<file path="src/rtl/etpu_pkg.sv">
// Shared types and default sizing for the edu_tpu array sequencer.
package etpu_pkg;

   // Default array dimension, activation-count width and result width
   localparam int unsigned NDef  = 4;
   localparam int unsigned KwDef = 8;
   localparam int unsigned DwDef = 16;

   // Sequencer phases, in the order a run visits them
   typedef enum logic [2:0] {
      StIdle,
      StClr,
      StLdw,
      StFeed,
      StFlush,
      StDrain,
      StDone
   } state_e;

   // Index width for a count of n items; never narrower than one bit
   function automatic int unsigned idx_w(input int unsigned n);
      return (n > 1) ? $clog2(n) : 1;
   endfunction

endpackage

</file>
<file path="src/rtl/etpu_skew_sr.sv">
// Valid skew shift register: row r of the array sees the issue bit r cycles late.
module etpu_skew_sr #(
   parameter int unsigned N = 4
) (
   input  logic         clk,
   input  logic         resetb,
   input  logic         clr,
   input  logic         din,
   output logic [N-1:0] q
);

   logic [N-1:0] q_d;
   logic [N-1:0] q_q;

   // Next stage values: stage 0 takes the issue bit, stage r takes stage r-1
   always_comb begin
      q_d    = '0;
      q_d[0] = din;
      for (int i = 1; i < N; i++) begin
         q_d[i] = q_q[i-1];
      end
   end

   // Shift every cycle; a cancel empties the pipeline
   always_ff @(posedge clk or negedge resetb) begin
      if (!resetb) begin
         q_q <= '0;
      end else if (clr) begin
         q_q <= '0;
      end else begin
         q_q <= q_d;
      end
   end

   assign q = q_q;

endmodule

</file>
<file path="src/rtl/etpu_seq.sv">
// Sequencer for the edu_tpu NxN systolic array: clear, weight load, activation feed,
// pipeline flush and result drain over a valid/ready port.
module etpu_seq
   import etpu_pkg::*;
#(
   parameter int unsigned N  = NDef,
   parameter int unsigned KW = KwDef,
   parameter int unsigned DW = DwDef,
   localparam int unsigned SW = idx_w(N)
) (
   input  logic            clk,
   input  logic            resetb,
   input  logic            start,
   input  logic            abort,
   input  logic [KW-1:0]   k_len,
   output logic            wgt_ld,
   output logic [SW-1:0]   wgt_row,
   output logic            act_rd_en,
   output logic [KW-1:0]   act_rd_idx,
   output logic [N-1:0]    row_valid,
   output logic            en,
   output logic            arr_clr,
   output logic [N-1:0]    load_end,
   input  logic [N*DW-1:0] res_data,
   output logic [DW-1:0]   out1,
   output logic [SW-1:0]   res_sel,
   output logic            res_valid,
   input  logic            res_ready,
   output logic            dbg_active,
   output logic            done
);

   // Flush spans one buffer-latency cycle plus 2N-1 skew/propagate cycles
   localparam int unsigned FW = idx_w(2 * N);

   state_e          state_q;
   logic [KW-1:0]   k_len_q;
   logic            wgt_ld_q;
   logic [SW-1:0]   wgt_row_q;
   logic            act_rd_en_q;
   logic [KW-1:0]   act_rd_idx_q;
   logic            en_q;
   logic            arr_clr_q;
   logic [N-1:0]    load_end_q;
   logic [FW-1:0]   flush_cnt_q;
   logic [DW-1:0]   out1_q;
   logic [SW-1:0]   res_sel_q;
   logic            res_valid_q;
   logic            done_q;

   logic [DW-1:0]   col [N];
   logic [SW-1:0]   nxt_sel;
   logic            last_row;
   logic            last_act;
   logic            last_flush;
   logic            last_word;
   logic            res_fire;

   // Split the flat accumulator bus into per-column words
   always_comb begin
      for (int i = 0; i < N; i++) begin
         col[i] = res_data[i*DW +: DW];
      end
   end

   // Phase-end decodes; k_len_q is nonzero whenever FEED is active so k_len_q-1 cannot wrap
   always_comb begin
      nxt_sel    = res_sel_q + SW'(1);
      last_row   = (wgt_row_q == SW'(N - 1));
      last_act   = (act_rd_idx_q == (k_len_q - KW'(1)));
      last_flush = (flush_cnt_q == FW'(2 * N - 1));
      last_word  = (res_sel_q == SW'(N - 1));
      res_fire   = res_valid_q & res_ready;
   end

   // Sequencer FSM; every output register is set for the state being entered
   always_ff @(posedge clk or negedge resetb) begin
      if (!resetb) begin
         state_q      <= StIdle;
         k_len_q      <= '0;
         wgt_ld_q     <= 1'b0;
         wgt_row_q    <= '0;
         act_rd_en_q  <= 1'b0;
         act_rd_idx_q <= '0;
         en_q         <= 1'b0;
         arr_clr_q    <= 1'b0;
         load_end_q   <= '0;
         flush_cnt_q  <= '0;
         out1_q       <= '0;
         res_sel_q    <= '0;
         res_valid_q  <= 1'b0;
         done_q       <= 1'b0;
      end else begin
         arr_clr_q <= 1'b0;
         done_q    <= 1'b0;
         if (abort) begin
            // load_end is deliberately kept so debug can see how far the run got
            state_q      <= StIdle;
            wgt_ld_q     <= 1'b0;
            wgt_row_q    <= '0;
            act_rd_en_q  <= 1'b0;
            act_rd_idx_q <= '0;
            en_q         <= 1'b0;
            flush_cnt_q  <= '0;
            res_sel_q    <= '0;
            res_valid_q  <= 1'b0;
         end else begin
            case (state_q)
               StIdle: begin
                  if (start) begin
                     state_q   <= StClr;
                     k_len_q   <= k_len;
                     arr_clr_q <= 1'b1;
                  end
               end
               StClr: begin
                  load_end_q <= '0;
                  if (k_len_q == '0) begin
                     state_q <= StDone;
                     done_q  <= 1'b1;
                  end else begin
                     state_q   <= StLdw;
                     wgt_ld_q  <= 1'b1;
                     wgt_row_q <= '0;
                  end
               end
               StLdw: begin
                  load_end_q[wgt_row_q] <= 1'b1;
                  if (last_row) begin
                     state_q      <= StFeed;
                     wgt_ld_q     <= 1'b0;
                     wgt_row_q    <= '0;
                     act_rd_en_q  <= 1'b1;
                     act_rd_idx_q <= '0;
                     en_q         <= 1'b1;
                  end else begin
                     wgt_row_q <= wgt_row_q + SW'(1);
                  end
               end
               StFeed: begin
                  if (last_act) begin
                     state_q      <= StFlush;
                     act_rd_en_q  <= 1'b0;
                     act_rd_idx_q <= '0;
                     flush_cnt_q  <= '0;
                  end else begin
                     act_rd_idx_q <= act_rd_idx_q + KW'(1);
                  end
               end
               StFlush: begin
                  if (last_flush) begin
                     // Preload word 0 so it is valid on the first DRAIN cycle
                     state_q     <= StDrain;
                     en_q        <= 1'b0;
                     flush_cnt_q <= '0;
                     res_sel_q   <= '0;
                     out1_q      <= col[0];
                     res_valid_q <= 1'b1;
                  end else begin
                     flush_cnt_q <= flush_cnt_q + FW'(1);
                  end
               end
               StDrain: begin
                  if (res_fire) begin
                     if (last_word) begin
                        state_q     <= StDone;
                        res_valid_q <= 1'b0;
                        res_sel_q   <= '0;
                        done_q      <= 1'b1;
                     end else begin
                        res_sel_q <= nxt_sel;
                        out1_q    <= col[nxt_sel];
                     end
                  end
               end
               StDone: begin
                  state_q <= StIdle;
               end
               default: begin
                  state_q <= StIdle;
               end
            endcase
         end
      end
   end

   // Row-valid skew: the issue bit is the read strobe one buffer-latency cycle later
   etpu_skew_sr #(
      .N(N)
   ) u_skew (
      .clk    (clk),
      .resetb (resetb),
      .clr    (abort),
      .din    (act_rd_en_q),
      .q      (row_valid)
   );

   assign wgt_ld     = wgt_ld_q;
   assign wgt_row    = wgt_row_q;
   assign act_rd_en  = act_rd_en_q;
   assign act_rd_idx = act_rd_idx_q;
   assign en         = en_q;
   assign arr_clr    = arr_clr_q;
   assign load_end   = load_end_q;
   assign out1       = out1_q;
   assign res_sel    = res_sel_q;
   assign res_valid  = res_valid_q;
   assign done       = done_q;
   assign dbg_active = (state_q != StIdle);

endmodule

</file>
<file path="config.mk">
export PLATFORM = sky130hd
export DESIGN_NAME = etpu_seq
export DESIGN_NICKNAME = d
export VERILOG_FILES = /design/src/rtl/etpu_pkg.sv /design/src/rtl/etpu_skew_sr.sv /design/src/rtl/etpu_seq.sv
export SDC_FILE = /design/constraint.sdc
export NUM_CORES = 1
export LEC_CHECK = 0
export CORE_ASPECT_RATIO = 0.5
export CORE_MARGIN = 3
export CORE_UTILIZATION = 45
export DETAILED_ROUTE_END_ITERATION = 7
export MAX_ROUTING_LAYER = met4
export PLACE_DENSITY = 0.88
export SLEW_MARGIN = 20
export SYNTH_ARGS = -nofsm -noshare
export SYNTH_HDL_FRONTEND = slang
export SYNTH_HIERARCHICAL = 1
export SYNTH_SLANG_ARGS = --single-unit
</file>
<file path="constraint.sdc">
create_clock -name clk -period 2.6 [get_ports clk]
set_clock_uncertainty 0.05 [all_clocks]
set_input_delay 0.26 -clock clk [delete_from_list [all_inputs] [get_ports clk]]
set_output_delay 0.26 -clock clk [all_outputs]
set_load 0.1 [all_outputs]
</file>
# Yosys cells after proc, flatten, opt, wreduce, memory -nomap -nowiden
# Index checks and enable logic that the tools add are counted.
[classes] add_sub_neg=5 order_cmp=3 n_eq_ne=19 muxes=61 bitwise_logic=4 reduce_logical=23
[ops] op="2-to-1 mux 16 bit" n=5
[ops] op="2-to-1 mux 3 bit" n=11
[ops] op="binary-select mux 16 bit (select 2 bit)" n=1
[ops] op="case mux 16 bit (2 select lines)" n=1
[ops] op="2-to-1 mux 8 bit" n=3
[ops] op="inequality test 3 bit, second input constant" n=7
[ops] op="2-to-1 mux 1 bit" n=20
[ops] op="case mux 3 bit (6 select lines)" n=1
[ops] op="nonzero test 3 bit" n=6
[ops] op="case mux 8 bit (2 select lines)" n=1
[ops] op="AND reduction 3 bit" n=5
[ops] op="2-to-1 mux 2 bit" n=7
[ops] op="case mux 1 bit (2 select lines)" n=5
[ops] op="equality test 3 bit, second input constant" n=3
[ops] op="adder 8 x 1 -> 8 bit, second input constant" n=1
[ops] op="equality test 8 bit" n=1
[ops] op="logical NOT 8 bit" n=1
[ops] op="case mux 2 bit (2 select lines)" n=2
[ops] op="case mux 4 bit (2 select lines)" n=1
[ops] op="AND reduction 2 bit" n=4
[ops] op="subtractor 8 x 1 -> 8 bit, second input constant" n=1
[ops] op="equality test 3 x 2 -> 1 bit, second input constant" n=2
[ops] op="inequality test 2 bit, second input constant" n=3
[ops] op="case mux 3 bit (2 select lines)" n=1
[ops] op="19 further kinds" n=22
[word_totals] regBits=56 input_bits=77 output_inout_bits=43 word_cells=130

# Depth between registers and ports, before layout
# Gate-level depths: netlist of the first run.
[logic_depth] depth_word=8 depth_mapped=9 mapped_depth_nobuf=8

# Hierarchy
# Netlist of the first run, hierarchy kept.
[modules_own_cells] module="etpu_seq" instances=1 cells_each=352 area_per_inst_um2=3199.3 seq_area_each_um2=1301.2
[modules_own_cells] module="etpu_skew_sr" instances=1 cells_each=8 area_per_inst_um2=125.1 seq_area_each_um2=100.1

# Worst setup path after synthesis of the first run
# No wires, ideal clock.
[synth_timing] kind="reg2reg" start="reg res_sel_q[0], in the netlist res_sel[0]" end="reg out1_q[4], in the netlist out1[4]" setup_time_ns=0.133 arrival_ns=2.421 t_required_ns=2.417 slack_ns=-0.005 stages_incl_launch_ff=8 n_path_buf=2 period_less_slack_ns=2.605 path_cell_list="dfrtp_1 ha_1 clkbuf_1 nand2_1 clkbuf_1 o22a_1 o22ai_1 o21ai_0"
[synth_via] elab_chain_len=8 word_cells_on_any_way=11 classes_between="add/sub (1); eq/ne (2); mux (6); bitwise (1); reduce/logical (1)"
[synth_lines] element="start, declared" line_no="etpu_seq.sv:47" rtl="logic [SW-1:0] res_sel_q;"
[synth_lines] element="start signal, assigned" line_no="etpu_seq.sv:171" rtl="res_sel_q <= nxt_sel;"
[synth_lines] element="adder 2 x 1 -> 2 bit" line_no="etpu_seq.sv:68" rtl="nxt_sel = res_sel_q + SW'(1);"
[synth_lines] element="NOT 2 -> 3 bit (not written as such)" line_no="etpu_seq.sv:172" rtl="out1_q <= col[nxt_sel];"
[synth_lines] element="binary-select mux 16 bit (select 2 bit)" line_no="etpu_seq.sv:172"
[synth_lines] element="2-to-1 mux 16 bit (not written as such) (2 in series)" line_no="etpu_seq.sv:172"
[synth_lines] element="2-to-1 mux 16 bit" line_no="etpu_seq.sv:165" rtl="if (last_word) begin"
[synth_lines] element="2-to-1 mux 16 bit" line_no="etpu_seq.sv:164" rtl="if (res_fire) begin"
[synth_lines] element="case mux 16 bit (2 select lines)" line_no="etpu_seq.sv:108" rtl="case (state_q)"
[synth_lines] element="end signal, assigned" line_no="etpu_seq.sv:157" rtl="out1_q <= col[0];"
[synth_lines] element="end signal, assigned" line_no="etpu_seq.sv:172"
[synth_lines] element="end, declared" line_no="etpu_seq.sv:46" rtl="logic [DW-1:0] out1_q;"
# Parallel ways exist; a longest one is shown, timed or not. The select of a mux whose other input is x is not followed.
# A chain may end at the register's enable or synchronous reset.

# Worst setup path after layout of the first run
[layout_timing] start="reg flush_cnt_q[0]" end="reg state_q[2]"
[layout_via] elab_chain_len=3
[layout_lines] element="start, declared" line_no="etpu_seq.sv:45" rtl="logic [FW-1:0] flush_cnt_q;"
[layout_lines] element="start signal, assigned" line_no="etpu_seq.sv:160" rtl="flush_cnt_q <= flush_cnt_q + FW'(1);"
[layout_lines] element="equality test 3 bit" line_no="etpu_seq.sv:71" rtl="last_flush = (flush_cnt_q == FW'(2 * N - 1));"
[layout_lines] element="inequality test 3 bit (no source line)"
[layout_lines] element="AND reduction 6 bit (no source line)"
[layout_lines] element="end signal, assigned" line_no="etpu_seq.sv:79" rtl="state_q <= StIdle;"
[layout_lines] element="end signal, assigned" line_no="etpu_seq.sv:98" rtl="state_q <= StIdle;"
[layout_lines] element="end signal, assigned" line_no="etpu_seq.sv:111" rtl="state_q <= StClr;"
[layout_lines] element="end, declared" line_no="etpu_seq.sv:36" rtl="state_e state_q;"
# No other way between the ends.

==> results of run 1 <==
==> state kept, by name (all words and copies together) (netlist names), 2 cells and up <==
register,flops
act_rd_idx,8
flush_cnt_q,3
k_len_q,8
load_end,4
out1,16
res_sel,2
state_q,3
u_skew/q,4
wgt_row,2
==> how the worst max path moves through the flow <==
| stage | start | endpoint | cells past startpoint |
|---|---|---|---|
| 2_1_floorplan | act_rd_idx[2]$_DFFE_PN0P_ | state_q[2]$_DFFE_PN0P_ | 8 |
| 3_3_place_gp | flush_cnt_q[0]$_DFFE_PN0P_ | state_q[2]$_DFFE_PN0P_ | 8 |
| 3_5_place_dp | flush_cnt_q[0]$_DFFE_PN0P_ | state_q[2]$_DFFE_PN0P_ | 8 |
| 4_1_cts | flush_cnt_q[0]$_DFFE_PN0P_ | state_q[2]$_DFFE_PN0P_ | 8 |
| 5_1_grt | flush_cnt_q[0]$_DFFE_PN0P_ | state_q[2]$_DFFE_PN0P_ | 8 |
| 6_report | flush_cnt_q[0]$_DFFE_PN0P_ | state_q[2]$_DFFE_PN0P_ | 8 |
==> power groups by stage <==
stage,Sequential [µW],Combinational [µW],Clock [µW]
after global placement,1210,1760,0
after floorplan,1640,893,0
final,1200,1790,816
after global routing,1230,1940,870
after CTS,1200,1800,837
after detailed placement,1210,1790,0
==> placed cells by master, fill, tap and decap left out, drive strengths merged, types with 2 or more instances in the layout <==
| master | Yosys | layout |
|---|---|---|
| or3 | 3 | 3 |
| buf | 8 | 62 |
| o22a | 15 | 15 |
| nand3 | 14 | 14 |
| o21ai | 34 | 34 |
| mux2 | 15 | 15 |
| a31oi | 6 | 6 |
| dfrtp | 56 | 56 |
| xor2 | 6 | 6 |
| and3 | 4 | 4 |
| clkbuf | 13 | 7 |
| a211oi | 4 | 4 |
| nor2b | 8 | 8 |
| nor4 | 2 | 2 |
| nor3 | 6 | 6 |
| a21oi | 17 | 17 |
| a22oi | 3 | 3 |
| nand4 | 4 | 4 |
| o22ai | 17 | 17 |
| a21o | 4 | 4 |
| nand2 | 53 | 53 |
| ha | 9 | 9 |
| xnor2 | 5 | 5 |
| nand2b | 2 | 2 |
| inv | 16 | 16 |
| a41oi | 3 | 3 |
| or3b | 2 | 2 |
| mux2i | 5 | 5 |
| nor2 | 18 | 18 |
| clkdlybuf4s50 | 0 | 75 |
==> metal layers <==
layer	GRT usage (%)	part of all wire, %	up-vias
met5	-	0	-
met4	6.952	2.0	0
met3	5.124	7.9	20
met2	39.20	47	118
met1	29.86	43	1533
li1	-	-	1547
==> stage by stage <==
step	hold slack, ns	utilization (%)	instances	worst slack [ns]
finish	0.4348	68.40	577	0.2343
floorplan	-0.08559	-	360	0.02236
CTS	0.4265	68.40	577	0.2386
global placement	0.2818	65.62	568	0.3424
detailed placement	0.2861	65.62	568	0.2942
global route	0.4451	68.40	577	0.1451
==> synth_stat cells (2+ instances only) <==
master / n
a211oi_2: 2
xnor2_1: 5
ha_1: 9
xor2_1: 6
or3_1: 3
inv_1: 16
nor2_1: 17
nand2b_1: 2
buf_6: 3
o22a_1: 15
dfrtp_1: 56
nand4_1: 4
mux2i_1: 5
a31oi_1: 6
a21oi_1: 15
nor3_1: 6
buf_2: 3
o21ai_1: 5
a21o_1: 3
a22oi_1: 3
nor2b_1: 8
o22ai_1: 17
clkbuf_1: 11
a211oi_1: 2
nand2_1: 53
mux2_2: 15
o21ai_0: 29
and3_1: 4
a21oi_2: 2
nand3_1: 13
a41oi_1: 2
==> cell families after synthesis <==
group | count (synthesis) | share of synthesized area (%)
multiplexers | 20 | 6.586
AND/OR/NAND/NOR | 119 | 17.76
buffers and inverters | 37 | 5.419
adder cells (fa/ha/maj) | 9 | 3.387
XOR/XNOR | 12 | 3.575
flip-flops | 56 | 42.15
AO/OA/AOI/OAI | 107 | 21.11
==> what timing repair did <==
item,4_1_cts,5_1_grt
hold buffers,1,0
setup buffers,0,0
hold endpoints to repair,28,0
setup endpoints to repair,0,0
==> worst register-to-register path: stages (launching register included) <==
cell and delay (ns):
dfrtp_1 0.39, ha_1 0.20, ha_1 0.20, or3b_2 0.48
a211oi_2 0.35, a21o_1 0.18, nor2_1 0.08, and3_1 0.16
a21o_1 0.16
==> final cells by class <==
class                           count  area [µm²]  share of cell area [%]
Clock buffer                        7       152.6                   3.229
Clock inverter                      1       30.03                  0.6353
Inverter                           16       60.06                   1.271
Multi-Input combinational cell    267        1743                   36.87
Sequential cell                    56        1403                   29.67
Tap cell                           92       115.1                   2.435
Timing Repair Buffer              138        1224                   25.89
==> results.md, run 1 <==
- Outcome: finished clean
- Skew-Pair Late Insertion Delay: roughly 0.30 ns
- Maximum fanout along the worst path: 4
- DIE AREA: 8517 µm²
- R2R Setup Slk: 0.23 ns
- Synth warn: 6
- Post-layout nets: 570
- Reg2reg end: state_q[2]$_DFFE_PN0P_
- Asr flop ratio synth: between 90% and 100%
- Starting Density: approximately 48%
- Leak: between 0.002 and 0.0025 µW
- Fin crit share: between 90% and 100%
- Synth top area cells: dfrtp_1 42%, nand2_1 6.0%, mux2_2 5.1%, o21ai_0 4.4%, o22a_1 4.0%
- Setup-failing EPs final: 0
- Worst Hold Class: input port to flip-flop
- Root Driver: clkbuf_16
- Area grow syn2layout: 42.19%
- Post-Route Setup TNS: 0 ns
- Total power: 3812 µW
- CP cell instances: ha_1 -> ha_1 -> or3b_2 -> a211oi_2 -> a21o_1 -> nor2_1 -> and3_1 -> a21o_1
- Layout cell share with drive strength beyond 1: roughly a fifth
- Max-cap violation count: 0
- Max Fclk: between 400 and 500 MHz
- First-pass GRT wire length: ~15000 µm
- FILL cells: 535
- Clock tree sinks: 56
- Post-placement cell area: roughly 4500 µm²
- Worst path arrival time: 2.50 ns
- EDFF count, synth: 0
- Pins Over Slew Limit: 0
- Endpoints failing hold: 0
- Post-synth top area cell: dfrtp_1
- All-Layer GR Usage: about a quarter
- Setup crit end kind: flip-flop
- Post-synthesis net count: 446
- Critical Path Max Stage Delay: ~0.48 ns
- Die H: around 67 µm
- Initial DRC Count: 257
- CTS Buf Count: 5
- Dominant synthesized flop cell: dfrtp_1
- I/O pin count: 120
- Pint: 2158 µW
- GR Overflow Total: 0
- Crit Path Category: flip-flop to flip-flop
- Via density per instance: between 5 and 6
- Cell area after layout: 4727 µm²
- First-pass iteration count of the detailed router: 4
- Startpoint of the worst hold path: k_len[6]
- Drt total wl: between 9000 and 10000 µm
- CP required: 2.74 ns
- Final Wtd Congestion: about 0.85
- Vias: roughly 3200
- Core Region: ~7000 µm²
- Worst slew pin tran: 0.6826 ns
- Cell family with most CP delay: simple AND/OR/NAND/NOR gates
- Initial antenna violation count: 0
- Startpoint Class: flip-flop
- Share of power burned in combinational logic: 47.0%
- Maximum vdd drop: between 0.4 and 0.5 mV
- Reg2reg path depth: 8
- Drt drc: 0
- CTS tree: built
- ANT nets after route: 0
- Die width: between 100 and 150 µm
- Period minus WS final: 2.366 ns
- Unrepaired setup endpoints after global routing: false
- Unique masters post-synth: a little over 50
- Post-CTS sizing: 0
- Slew margin rel.: 54.50%
- Cell Area, Synth: ~3300 µm²
- Slowest CP cell: or3b_2
- Switch Pwr: 1654 µW
- Synth Register Bits: 56
- H-tree depth: 2
- DR WL/cell: roughly 17 µm
- Hold endpoint: k_len_q[6]$_DFFE_PN0P_
- Clk slew on worst S/H paths: 0.07 ns
- Post-synthesis sequential area ratio: between 40 and 50%
- RR Startpoint: flush_cnt_q[0]$_DFFE_PN0P_
- Seq pwr share: about a third
- Top-area cell type share of the netlist area: roughly 42%
- Synth Instances: 360
- Largest net degree at the start of global routing: 33
- CP bufs+invs: 0
- Switching Share: between 40% and 50%
- Core Rows: 21
- Synth Area per Inst: between 9 and 10 µm²
- Clock network power share: a little over a fifth
- Vias in the first global route: 3083
- CTS max path bufs: 2
- Buffers on Ports: 119
- Power density over cell area: 806.5 nW/µm²
- Ant. Diodes: 0
- Post-DP HPWL: approximately 7200 µm
- Hold depth: 3
Note: power is estimated with default switching activity, not from simulation.
==> run 2: changes to the inputs <==
--- a/config.mk
+++ b/config.mk
@@ -5,6 +5,7 @@
 export SDC_FILE = /design/constraint.sdc
 export NUM_CORES = 1
 export LEC_CHECK = 0
+export CAP_MARGIN = 20
 export CORE_ASPECT_RATIO = 0.5
 export CORE_MARGIN = 3
 export CORE_UTILIZATION = 45
==> results of run 2 <==
Same layout as run 1: the final DEF is identical, and so are final timing and power.
==> run 3: changes to the inputs <==
--- a/config.mk
+++ b/config.mk
@@ -9,9 +9,11 @@
 export CORE_ASPECT_RATIO = 0.5
 export CORE_MARGIN = 3
 export CORE_UTILIZATION = 45
+export CTS_CLUSTER_SIZE = 8
 export DETAILED_ROUTE_END_ITERATION = 7
 export MAX_ROUTING_LAYER = met4
 export PLACE_DENSITY = 0.88
+export SKIP_LAST_GASP = 1
 export SLEW_MARGIN = 20
 export SYNTH_ARGS = -nofsm -noshare
 export SYNTH_HDL_FRONTEND = slang
==> results of run 3 <==
Same layout as run 1: the final DEF is identical, and so are final timing and power.
